File: src/rtl/hams_pkg.sv
// hams_pkg: shared types for the bitonic sorter and its output serializer.
// `pair` is the 32-bit sort record (key in the upper half, payload in the lower half).
package hams_pkg;

    localparam int NUM_ELEMENTS = 4;

    typedef struct packed {
        logic [15:0] key;
        logic [15:0] val;
    } pair;

    typedef pair [NUM_ELEMENTS-1:0] pair_vec_t;

    localparam int SER_DEPTH = 2;
    localparam int VEC_CNT_W = 16;

    // Vector buffer occupancy
    typedef enum logic [1:0] {
        OCC_EMPTY = 2'd0,
        OCC_ONE   = 2'd1,
        OCC_TWO   = 2'd2
    } occ_state_t;

endpackage

File: src/rtl/hams_vec_buf.sv
// hams_vec_buf: two-slot vector store between the sorter and the serializer.
// Head/tail are 1-bit slot pointers. in_ready is registered from the next
// occupancy, so it never depends combinationally on the pop request and is
// low while reset is asserted.
module hams_vec_buf
    import hams_pkg::*;
#(
    parameter int NUM_ELEMENTS = hams_pkg::NUM_ELEMENTS,
    parameter int VEC_W        = NUM_ELEMENTS * $bits(pair)
) (
    input  logic             clk,
    input  logic             rst,
    input  logic             in_valid,
    output logic             in_ready,
    input  logic [VEC_W-1:0] in_data,
    input  logic             pop,
    output logic             not_empty,
    output logic [VEC_W-1:0] head_data
);

    logic [VEC_W-1:0] r_slot [SER_DEPTH];
    logic             r_head;
    logic             r_tail;
    logic             r_in_ready;
    occ_state_t       r_state;
    logic             w_push;

    assign w_push    = in_valid && r_in_ready;
    assign in_ready  = r_in_ready;
    assign not_empty = (r_state != OCC_EMPTY);
    assign head_data = r_slot[r_head];

    // Slot storage, pointers and occupancy FSM with registered in_ready
    always_ff @(posedge clk or posedge rst) begin
        if (rst) begin
            for (int unsigned i = 0; i < SER_DEPTH; i++) begin
                r_slot[i] <= '0;
            end
            r_head     <= 1'b0;
            r_tail     <= 1'b0;
            r_in_ready <= 1'b0;
            r_state    <= OCC_EMPTY;
        end else begin
            if (w_push) begin
                r_slot[r_tail] <= in_data;
                r_tail         <= ~r_tail;
            end
            if (pop) begin
                r_head <= ~r_head;
            end
            r_in_ready <= 1'b1;
            unique case (r_state)
                OCC_EMPTY: begin
                    if (w_push) r_state <= OCC_ONE;
                end
                OCC_ONE: begin
                    if (w_push && !pop) begin
                        r_state    <= OCC_TWO;
                        r_in_ready <= 1'b0;
                    end else if (!w_push && pop) begin
                        r_state <= OCC_EMPTY;
                    end
                end
                OCC_TWO: begin
                    if (pop) r_state    <= OCC_ONE;
                    else     r_in_ready <= 1'b0;
                end
                default: r_state <= OCC_EMPTY;
            endcase
        end
    end

endmodule

File: src/rtl/hams_vec_serializer.sv
// hams_vec_serializer: re-emits each sorted vector as one pair per cycle with
// element index, end-of-vector marker and a completed-vector counter.
// Optional macro HAMS_SER_REVERSE_EN: emit elements in descending order.
module hams_vec_serializer
    import hams_pkg::*;
#(
    parameter int NUM_ELEMENTS = hams_pkg::NUM_ELEMENTS,
    parameter int IDX_W        = $clog2(NUM_ELEMENTS)
) (
    input  logic                                clk,
    input  logic                                rst,
    input  logic                                in_valid,
    output logic                                in_ready,
    input  logic [NUM_ELEMENTS*$bits(pair)-1:0] in_data,
    output logic                                out_valid,
    input  logic                                out_ready,
    output logic [$bits(pair)-1:0]              out_data,
    output logic [IDX_W-1:0]                    out_idx,
    output logic                                out_last,
    output logic [VEC_CNT_W-1:0]                vec_cnt
);

    logic [IDX_W-1:0]                    r_elem_idx;
    logic [VEC_CNT_W-1:0]                r_vec_cnt;
    logic [NUM_ELEMENTS*$bits(pair)-1:0] w_head_flat;
    pair  [NUM_ELEMENTS-1:0]             w_head_vec;
    logic [IDX_W-1:0]                    w_sel;
    logic                                w_xfer;
    logic                                w_pop;

    hams_vec_buf #(
        .NUM_ELEMENTS (NUM_ELEMENTS)
    ) u_buf (
        .clk       (clk),
        .rst       (rst),
        .in_valid  (in_valid),
        .in_ready  (in_ready),
        .in_data   (in_data),
        .pop       (w_pop),
        .not_empty (out_valid),
        .head_data (w_head_flat)
    );

`ifdef HAMS_SER_REVERSE_EN
    assign w_sel = IDX_W'(NUM_ELEMENTS - 1) - r_elem_idx;
`else
    assign w_sel = r_elem_idx;
`endif

    assign w_head_vec = w_head_flat;
    assign out_data   = w_head_vec[w_sel];
    assign out_idx    = r_elem_idx;
    assign out_last   = (r_elem_idx == IDX_W'(NUM_ELEMENTS - 1));
    assign vec_cnt    = r_vec_cnt;
    assign w_xfer     = out_valid && out_ready;
    assign w_pop      = w_xfer && out_last;

    // Element counter and completed-vector counter advance on output transfers
    always_ff @(posedge clk or posedge rst) begin
        if (rst) begin
            r_elem_idx <= '0;
            r_vec_cnt  <= '0;
        end else if (w_xfer) begin
            if (out_last) begin
                r_elem_idx <= '0;
                r_vec_cnt  <= r_vec_cnt + 1'b1;
            end else begin
                r_elem_idx <= r_elem_idx + 1'b1;
            end
        end
    end

endmodule

File: config.mk
export PLATFORM = sky130hd
export DESIGN_NAME = hams_vec_serializer
export DESIGN_NICKNAME = d
export VERILOG_FILES = /design/src/rtl/hams_pkg.sv /design/src/rtl/hams_vec_buf.sv /design/src/rtl/hams_vec_serializer.sv
export SDC_FILE = /design/constraint.sdc
export NUM_CORES = 1
export LEC_CHECK = 0
export CAP_MARGIN = 25
export CELL_PAD_IN_SITES_DETAIL_PLACEMENT = 0
export CELL_PAD_IN_SITES_GLOBAL_PLACEMENT = 1
export CORE_MARGIN = 2
export CORE_UTILIZATION = 47
export CTS_BUF_LIST = sky130_fd_sc_hd__clkbuf_8
export CTS_CLUSTER_SIZE = 10
export DETAILED_ROUTE_END_ITERATION = 7
export HOLD_SLACK_MARGIN = 0.06
export PLACE_DENSITY_LB_ADDON = 0.12
export SLEW_MARGIN = 20
export SYNTH_ARGS = -nofsm -noshare
export SYNTH_HDL_FRONTEND = slang
export SYNTH_SLANG_ARGS = --single-unit
File: constraint.sdc
create_clock -name clk -period 9.65 [get_ports clk]
set_input_delay 0.965 -clock clk [delete_from_list [all_inputs] [get_ports clk]]
set_output_delay 0.965 -clock clk [all_outputs]
set_load 0.03 [all_outputs]
==> impl_table.tex <==
\begin{tabular}{lr}
\hline
Metric & Value \\
\hline
\multicolumn{2}{l}{\textbf{Clock tree}} \\
Buffers inserted by post-CTS timing repair & 0 \\
TritonCTS clock tree & done \\
Number of gates resized after CTS & 0 \\
Clock Tree Buf Depth & 3 \\
Post-cts hold buffer count & 0 \\
Skew-Pair Late Insertion Delay & 0.55 ns \\
Clock root buffer master & sky130\_fd\_sc\_hd\_\_clkbuf\_8 \\
H-tree depth & 2 \\
Number of buffers created by CTS & 48 \\
TritonCTS sink count & 279 \\
Clk pin slew, worst setup/hold paths & 0.06 ns \\
\multicolumn{2}{l}{\textbf{Timing}} \\
Count of pins over their slew limit & 0 \\
Total Negative Setup Slacks & 0 ns \\
Post-Route Skew & 0.0219 ns \\
Relative max-transition margin & 43.8\% \\
Hold violation total from the final report & 0 \\
Unrepaired setup endpoints after global routing & no \\
Worst path setup slack after routing & 5.15 ns \\
Fmax achieved & 222 MHz \\
Final Setup Violations & 0 \\
Final cycle utilization of the critical path & between 40\% and 50\% \\
Time the worst path needs with I/O delays and setup & around 4.5 ns \\
Pin slew with the least headroom to its limit & 0.844 ns \\
\multicolumn{2}{l}{\textbf{Place}} \\
Post-Place Setup Slack & about 5.6 ns \\
IO buf count & 184 \\
Sum of net half-perimeters after detailed placement & between 15000 and 20000 um \\
Routability cong. & 0.745 \\
Placed insts & 1234 \\
\multicolumn{2}{l}{\textbf{Routing}} \\
Count of nets left with antenna violations after detail routing & 0 \\
First-pass iteration count of the detailed router & 6 \\
Drc violations & 20 \\
Iter 0 DRT Violations & around 320 \\
Count of vias placed by the detailed router & 7202 \\
WL per Instance & 20.5 um \\
Routed wire length & roughly 27000 um \\
Via count normalized by instance count & between 5 and 6 \\
\multicolumn{2}{l}{\textbf{Critical path}} \\
Reg-to-Reg End & vec\_cnt[15] \\
Cell count of the worst reg-to-reg path & 6 \\
Launching element type of the critical path & flop \\
Endpoint arrival time on the critical path & around 3.5 ns \\
R2R Path Start & out\_idx[0] \\
FF-to-FF setup slack & approximately 6.5 ns \\
Setup Crit Path Kind & reg2out \\
CP endpoint kind & primary output \\
Worst Path Max Fanout & 39 \\
Worst path required time & 8.69 ns \\
\multicolumn{2}{l}{\textbf{GRT}} \\
Sum of overflow across all layers after global routing & 0 \\
Global Route Usage Sum & about a fifth \\
Number of antenna violations at the first check in global routing & 3 \\
Wire length of the first global-routing pass & 44500 um \\
Vias in the first global route & about 8300 \\
Pin count of the biggest net entering global routing & approximately 150 \\
\multicolumn{2}{l}{\textbf{Hold path}} \\
Critical hold path startpoint & vec\_cnt[15] \\
Endpoint, Worst Hold & vec\_cnt[15] \\
HP Class & reg2reg \\
Worst hold path stage count & 1 \\
\multicolumn{2}{l}{\textbf{Synth}} \\
Area of the mapped netlist & 0.0125 mm2 \\
Synth warnings & 0 \\
Synthesized instance count & $\sim$750 \\
Predominant post-synthesis flop cell & sky130\_fd\_sc\_hd\_\_dfrtp\_1 \\
Mean cell area of the mapped netlist & 16.6 um2 \\
Post-synthesis async set-or-reset flop share & between 90\% and 100\% \\
Yosys top cell by area & sky130\_fd\_sc\_hd\_\_dfrtp\_1 \\
Number of synthesized register bits & around 280 \\
Share of synthesized area occupied by flip-flops and latches & 55.8\% \\
Distinct cells, synth & 31 \\
Synth top area cells & sky130\_fd\_sc\_hd\_\_dfrtp\_1 (56\%), sky130\_fd\_sc\_hd\_\_mux2\_1 (23\%), sky130\_fd\_sc\_hd\_\_mux4\_2 (12\%) \\
Post-Syn Nets & 891 \\
Fraction of synthesized cell area taken by the top area cell type & 55.8\% \\
EDFF count, synth & 0 \\
\multicolumn{2}{l}{\textbf{Cells and area}} \\
Number of non-filler instances in the completed layout & approximately 1300 \\
Utilization of the core after routing & 59.6\% \\
Sequential cell area & 0.00699 mm2 \\
Highest-count cells in the layout ignoring fill and taps & sky130\_fd\_sc\_hd\_\_dfrtp\_1 (276), sky130\_fd\_sc\_hd\_\_mux2\_1 (256), sky130\_fd\_sc\_hd\_\_clkdlybuf4s50\_1 (184) \\
Most common cell after layout, fill and taps aside & sky130\_fd\_sc\_hd\_\_dfrtp\_1 \\
Area taken by multi-input logic gates & just over 0.005 mm2 \\
Area overhead of the layout relative to synthesis & 24.6\% \\
Final-layout fill cell count & 2048 \\
Share of final-layout standard cells stronger than drive strength 1 & roughly a fifth \\
Number of nets in the layout & 1087 \\
\multicolumn{2}{l}{\textbf{Pwr}} \\
Cell leakage power & 0.00650 uW \\
Worst voltage drop across the vdd grid & 0.177 mV \\
Cell area power density & 360 mW/mm2 \\
\multicolumn{2}{l}{\textbf{Floorplan}} \\
Die H & 167 um \\
Die extent in x & 167 um \\
I/O Pins & roughly 190 \\
Rows & 59 \\
Starting density of the core & 47.9\% \\
Full die area & $\sim$0.028 mm2 \\
Placeable core area & between 0.02 and 0.03 mm2 \\
\multicolumn{2}{l}{\textbf{Job}} \\
Count of max-cap constraint violations & 0 \\
\multicolumn{2}{l}{\textbf{Outcome}} \\
Run status & finished with violations \\
Violated checks & design-rule violations \\
\hline
\end{tabular}
[per-layer routing]
layer | wire, um | vias up | global-route usage, % | part of all wire [%]
li1 | - | 3196 | - | -
met1 | 11700 | 3773 | 26.6 | 43
met2 | 13200 | 189 | 33.0 | 49
met3 | 1680 | 40 | 5.27 | 6.2
met4 | 465 | 4 | 5.14 | 1.7
met5 | 27 | - | 0 | 0.10
[logic make-up after synthesis]
logic type	share of synthesized area (%)
muxes	37.6
DFF	55.8
buffers and inverters	2.76
and+or+nand+nor	1.63
xor gates and xnor gates	1.19
AOI/OAI and AO/OA	0.390
adders and majority gates	0.600
[synthesized netlist by cell type, drive strengths merged, types with 2 or more instances]
cell and number:
a21oi 3, and3 2, buf 41, clkbuf 6, dfrtp 279, ha 6, inv 5, mux2 289
mux4 64, nand2 13, nand3 5, nand4 6, nor2 2, nor3 3, o21ai 2, xnor2 15
xor2 2
[critical path, cell delays in order (launching register included)]
cell,delay [ns]
sky130_fd_sc_hd__dfrtp_4,0.82
sky130_fd_sc_hd__buf_4,0.69
sky130_fd_sc_hd__mux4_2,0.58
sky130_fd_sc_hd__mux2_2,0.28
sky130_fd_sc_hd__clkdlybuf4s50_1,0.62
[state kept, by name, indices dropped and copies added, names as in the netlist]
register        cells
out_idx             2
u_buf.in_ready      1
u_buf.r_head        1
u_buf.r_slot      256
u_buf.r_state       2
u_buf.r_tail        1
vec_cnt            16
[how the worst max path moves through the flow]
stage          cells after the start  slack, ns       start           end
6_report                           4       5.15  out_idx[0]  out_data[23]
4_1_cts                            4       5.01  out_idx[0]  out_data[23]
2_1_floorplan                      1       0.99         rst    out_idx[0]
3_3_place_gp                       4       5.64  out_idx[0]  out_data[23]
5_1_grt                            4       4.92  out_idx[0]  out_data[17]
3_5_place_dp                       4       5.64  out_idx[0]  out_data[23]
[final cells by class]
| type | count | share of cell area (%) |
|---|---|---|
| clock inverter | 19 | 0.498 |
| sequential | 279 | 44.9 |
| antenna | 1 | 0.0161 |
| tap | 335 | 2.69 |
| timing repair buffer | 193 | 12.5 |
| clock buffer | 67 | 5.92 |
| multi-input combinational | 422 | 33.4 |
| inverter | 5 | 0.201 |
[through the flow]
| step | cell area, um2 | hold WS, ns | power (uW) |
|---|---|---|---|
| floorplan | 12500 | 0.459 | 3800 |
| global placement | 14500 | 0.463 | 4440 |
| detailed placement | 14600 | 0.470 | 4580 |
| CTS | 15600 | 0.482 | 5690 |
| global route | 15600 | 0.496 | 5950 |
| finish | 15600 | 0.481 | 5600 |
[power by group]
| part | switching [uW] | leakage, uW | internal [uW] | total (uW) |
|---|---|---|---|---|
| logic | 1070 | 0.00260 | 1330 | 2400 |
| registers | 377 | 0.00332 | 1750 | 2130 |
| clock network | 465 | 0.000576 | 613 | 1080 |
(Power assumes the default switching activity.)
